[src/rtl/cla_slice_sequencer.sv]
// Sequences a WIDTH-bit add through a shared external 4-bit CLA slice, one nibble per cycle.
// Optional signed overflow output enabled by defining CLA_SEQ_OVF_EN.
module cla_slice_sequencer #(
  parameter int unsigned WIDTH = 16
) (
  input  logic             clk,
  input  logic             rst_n,
  input  logic             in_valid,
  output logic             in_ready,
  input  logic [WIDTH-1:0] in_a,
  input  logic [WIDTH-1:0] in_b,
  input  logic             in_cin,
  output logic [3:0]       slice_a,
  output logic [3:0]       slice_b,
  output logic             slice_cin,
  input  logic [3:0]       slice_sum,
  input  logic             slice_cout,
  output logic             out_valid,
  input  logic             out_ready,
  output logic [WIDTH-1:0] out_sum,
  output logic             out_cout,
  output logic             busy
`ifdef CLA_SEQ_OVF_EN
  ,
  output logic             out_ovf
`endif
);

  localparam int unsigned NIB   = WIDTH / 4;
  localparam int unsigned IDX_W = (NIB > 1) ? $clog2(NIB) : 1;

  typedef enum logic [1:0] {
    S_IDLE = 2'd0,
    S_RUN  = 2'd1,
    S_DONE = 2'd2
  } state_e;

  state_e state_q, state_d;

  logic [IDX_W-1:0] idx_q, idx_d;
  logic [WIDTH-1:0] a_q, a_d;
  logic [WIDTH-1:0] b_q, b_d;
  logic             carry_q, carry_d;
  logic [WIDTH-1:0] sum_q, sum_d;
  logic             cout_q, cout_d;
  logic             valid_q, valid_d;
  logic             accept_c;
  logic             last_c;

  assign accept_c = (state_q == S_IDLE) && in_valid;
  assign last_c   = (idx_q == IDX_W'(NIB - 1));

  // State register
  always_ff @(posedge clk or negedge rst_n) begin
    if (!rst_n) state_q <= S_IDLE;
    else        state_q <= state_d;
  end

  // Next-state logic
  always_comb begin
    state_d = state_q;
    case (state_q)
      S_IDLE:  if (in_valid) state_d = S_RUN;
      S_RUN:   if (last_c) state_d = S_DONE;
      S_DONE:  if (out_ready) state_d = S_IDLE;
      default: state_d = S_IDLE;
    endcase
  end

  // Handshake and slice drive; slice ports are zero outside RUN
  always_comb begin
    in_ready  = 1'b0;
    busy      = 1'b0;
    slice_a   = 4'h0;
    slice_b   = 4'h0;
    slice_cin = 1'b0;
    case (state_q)
      S_IDLE: in_ready = 1'b1;
      S_RUN: begin
        busy      = 1'b1;
        slice_a   = a_q[4*idx_q +: 4];
        slice_b   = b_q[4*idx_q +: 4];
        slice_cin = carry_q;
      end
      S_DONE:  busy = 1'b1;
      default: ;
    endcase
  end

  // Datapath next values; carry between nibbles only ever passes through carry_q
  always_comb begin
    idx_d   = idx_q;
    a_d     = a_q;
    b_d     = b_q;
    carry_d = carry_q;
    sum_d   = sum_q;
    cout_d  = cout_q;
    valid_d = valid_q;
    if (accept_c) begin
      a_d     = in_a;
      b_d     = in_b;
      carry_d = in_cin;
      idx_d   = '0;
      sum_d   = '0;
    end else if (state_q == S_RUN) begin
      sum_d[4*idx_q +: 4] = slice_sum;
      carry_d             = slice_cout;
      if (last_c) begin
        idx_d   = '0;
        cout_d  = slice_cout;
        valid_d = 1'b1;
      end else begin
        idx_d = idx_q + IDX_W'(1);
      end
    end else if (state_q == S_DONE && out_ready) begin
      valid_d = 1'b0;
    end
  end

  always_ff @(posedge clk or negedge rst_n) begin
    if (!rst_n) begin
      idx_q   <= '0;
      a_q     <= '0;
      b_q     <= '0;
      carry_q <= 1'b0;
      sum_q   <= '0;
      cout_q  <= 1'b0;
      valid_q <= 1'b0;
    end else begin
      idx_q   <= idx_d;
      a_q     <= a_d;
      b_q     <= b_d;
      carry_q <= carry_d;
      sum_q   <= sum_d;
      cout_q  <= cout_d;
      valid_q <= valid_d;
    end
  end

  assign out_sum   = sum_q;
  assign out_cout  = cout_q;
  assign out_valid = valid_q;

`ifdef CLA_SEQ_OVF_EN
  logic ovf_q, ovf_d;

  // Signed overflow: operands agree in sign but the result MSB does not
  always_comb begin
    ovf_d = ovf_q;
    if (state_q == S_RUN && last_c)
      ovf_d = (a_q[WIDTH-1] == b_q[WIDTH-1]) && (slice_sum[3] != a_q[WIDTH-1]);
  end

  always_ff @(posedge clk or negedge rst_n) begin
    if (!rst_n) ovf_q <= 1'b0;
    else        ovf_q <= ovf_d;
  end

  assign out_ovf = ovf_q;
`endif

endmodule

[config.mk]
export PLATFORM = sky130hd
export DESIGN_NAME = cla_slice_sequencer
export DESIGN_NICKNAME = d
export VERILOG_FILES = /design/src/rtl/cla_slice_sequencer.sv
export SDC_FILE = /design/constraint.sdc
export NUM_CORES = 1
export LEC_CHECK = 0
export ABC_CLOCK_PERIOD_IN_PS = 2200
export CORE_MARGIN = 2
export CORE_UTILIZATION = 48
export CTS_BUF_LIST = sky130_fd_sc_hd__clkbuf_4 sky130_fd_sc_hd__clkbuf_8 sky130_fd_sc_hd__clkbuf_16
export DETAILED_ROUTE_END_ITERATION = 8
export GPL_ROUTABILITY_DRIVEN = 0
export GPL_TIMING_DRIVEN = 1
export PLACE_DENSITY = 0.79
export SYNTH_ARGS = -nofsm -noshare
export SYNTH_HDL_FRONTEND = slang
export SYNTH_SLANG_ARGS = --single-unit
[constraint.sdc]
create_clock -name clk -period 2.2 [get_ports clk]
set_input_delay 0.22 -clock clk [delete_from_list [all_inputs] [get_ports clk]]
set_output_delay 0.22 -clock clk [all_outputs]
set_load 0.05 [all_outputs]
==> key figures <==
Synth
  – Yosys cell types: 31
  – Area leader, netlist: dfrtp_1
  – Sequential share of the synthesized area: 52.2%
  – Share of synthesized registers carrying an async set or reset: 100%
  – Top-area cell type share of the netlist area: 52.2%
  – Synth top area cells: dfrtp_1, nand2_1, mux4_1, ha_1, and2_1
  – Yosys warnings: 0
  – Number of synthesized flops with an enable pin: 0
  – Yosys reg bits: 55
  – Synth Flop Type: dfrtp_1
  – Syn_nets: 313
  – Syn Area/Cell: 10.1 um^2
  – Mapped Cells: 261
  – Syn Std Cell Area: 2640 um^2

Setup path
  – CP max-delay cell: clkdlybuf4s50_1
  – Startpoint Class: register
  – Largest stage delay, worst path: 0.83 ns
  – Crit Path Max Fanout: 5
  – Worst r2r dst: state_q[0]
  – R2R cell count: 5
  – CP top delay family: buffers and inverters
  – R2R setup slack: 0.32 ns
  – Crit end category: output port
  – Worst Setup SP: state_q[1]
  – CP cell instances: inv_1, ha_1, clkdlybuf4s50_1
  – Critical Path RT: 1.98 ns
  – Critical Path AT: 1.89 ns
  – Buf/Inv on CP: 2
  – Worst reg2reg startpoint: state_q[1]
  – WS Path Type: register to output port

Worst hold path
  – Tightest Hold Check Type: primary input to async pin

Floorplanning
  – Die area: 6100 um^2
  – Core Region: 5200 um^2
  – Effective utilization at floorplan: 50.6%
  – Die Y: 78.1 um
  – Die Wd: 78.1 um
  – I/O Pins: 71
  – Num rows: 26

Layout
  – Diodes inserted: 0
  – Final nets: 385
  – Commonest non-fill, non-tap cell in the layout: nand2_1
  – Most frequent cells in the layout: nand2_1, clkdlybuf4s50_1, dfrtp_1
  – Area Growth Syn to Fin: 32.7%
  – Fillers: 448
  – Share of layout cells above drive strength 1: 9.88%

Clocking
  – Hold_buf cts: 0
  – Postcts setup bufs: 0
  – Resize count post-CTS: 0
  – CTS Root Cell: clkbuf_8
  – Clock sink total: 55
  – Clock buffer depth: 2
  – CTS buffer count: 5
  – CTS tree: done
  – Skew-Pair Late Insertion Delay: 0.30 ns
  – H-tree depth: 2
  – Reg clk slew, reported paths: 0.09 ns

Drt
  – Vias: 2,026
  – WL final: 5.59 mm
  – Antenna Nets Post-Route: 0
  – Vias per cell: 5.01
  – Drt first pass iters: 4
  – DR WL met2: 2.80 mm
  – Top Metal Used: met3
  – Wire length on met1: 2.47 mm
  – Residual DRC: 0
  – Initial DRC Count: 82
  – Mean routed wirelength per cell: 13.8 um
  – Met3 routed WL: 321 um

GRT
  – Largest net degree at the start of global routing: 56
  – Gr ovfl total: 0
  – GR Util All Layers: 19.5%
  – Initial antenna violation count: 0
  – First-pass GRT wire length: 9.30 mm
  – Number of global-route vias before repair: 2,042

Flow run
  – MaxCap Viol Count: 0

STA
  – Final period utilization: 95.7%
  – Total Neg Setup Slack: 0 ns
  – Max Clk Rate: 475 MHz
  – Worst-Margin Slew: 0.680 ns
  – # setup viols final: 0
  – Hold Slack: 0.0258 ns
  – Worst-case clock skew: 0.00383 ns
  – Slew Viols, Final: 0
  – Final hold vios: 0
  – Crit path time final: 2.11 ns
  – RSZ-0062 raised after global routing: no
  – Max transition margin: 54.7%

Power and ir drop
  – Total power: 0.00449 W
  – Peak VDD IR: 0.587 mV
  – PwrDens: 1290 nW/um^2
  – P_leak: 1.68 nW

Placement
  – IO buf count: 70
  – DP HPWL: 4.12 mm

Outcome
  – Outcome: completed
## state kept, by name, summed over array words and instances, names as in the netlist
name / count
carry_q: 1
out_sum: 16
idx_q: 2
out_valid: 1
a_q: 16
state_q: 2
out_cout: 1
b_q: 16
## through the flow
stage | worst slack (ns) | util (%) | instances | instance area (um^2)
6_report | 0.0947 | 67.2 | 404 | 3500
5_1_grt | 0.0310 | 67.2 | 404 | 3500
4_1_cts | 0.0750 | 67.2 | 404 | 3500
3_5_place_dp | 0.311 | 65.2 | 396 | 3390
3_3_place_gp | 0.440 | 65.2 | 396 | 3390
2_1_floorplan | 0.272 | - | 261 | 2640
## where the power goes
group | internal [W] | switching [W] | total, W
Combinational | 0.000901 | 0.00141 | 0.00231
Clock | 0.000300 | 0.000304 | 0.000604
Sequential | 0.00139 | 0.000191 | 0.00158
## how the worst max path moves through the flow
| stage | depth (start not counted) | endpoint | slack [ns] |
|---|---|---|---|
| floorplan | 6 | idx_q[0] | 0.27 |
| global placement | 5 | state_q[0] | 0.44 |
| detailed placement | 5 | state_q[0] | 0.31 |
| CTS | 3 | in_ready | 0.08 |
| global route | 3 | in_ready | 0.03 |
| finish | 3 | in_ready | 0.09 |
## worst register-to-register path, delay by kind of cell, from the launching register on
| kind | cells | cell delay, ns |
|---|---|---|
| compound gates | 1 | 0.44 |
| flops | 1 | 0.36 |
| fa+ha+maj | 1 | 0.29 |
| buf+inv | 2 | 0.29 |
| mux | 1 | 0.40 |
## cells by family (layout without fill, tap and decap cells)
logic type,Yosys count,count (layout),synth area share [%]
simple gates,139,139,22.7
flops,55,55,52.2
compound gates,24,24,6.55
buf+inv,21,94,4.18
mux,12,12,9.59
fa+ha+maj,10,10,4.75
## final cells by class
| class | instances | area (um^2) | area share (%) |
|---|---|---|---|
| repair buffers | 78 | 746 | 21.3 |
| inverters | 8 | 32.5 | 0.931 |
| multi-input cells | 185 | 1150 | 32.9 |
| well taps | 70 | 87.6 | 2.51 |
| clock buffers | 8 | 104 | 2.97 |
| flip-flops and latches | 55 | 1380 | 39.4 |
## cell usage after synthesis (all sizes together) (2+ instances only)
cell type,count
nor2,4
mux2i,2
nor3b,2
mux2,2
dfrtp,55
clkbuf,6
nand2,113
ha,10
a21oi,9
buf,7
inv,8
nand4,4
and2,10
mux4,8
a32oi,3
a22o,4
a32o,3
nor4,2
o21ai,3
## per-layer routing
metal,vias up,global-route usage [%]
li1,1012,-
met1,951,25.2
met2,63,33.8
met3,0,4.37
met4,0,4.39
met5,-,0
Power figures use the tool's default switching activity.
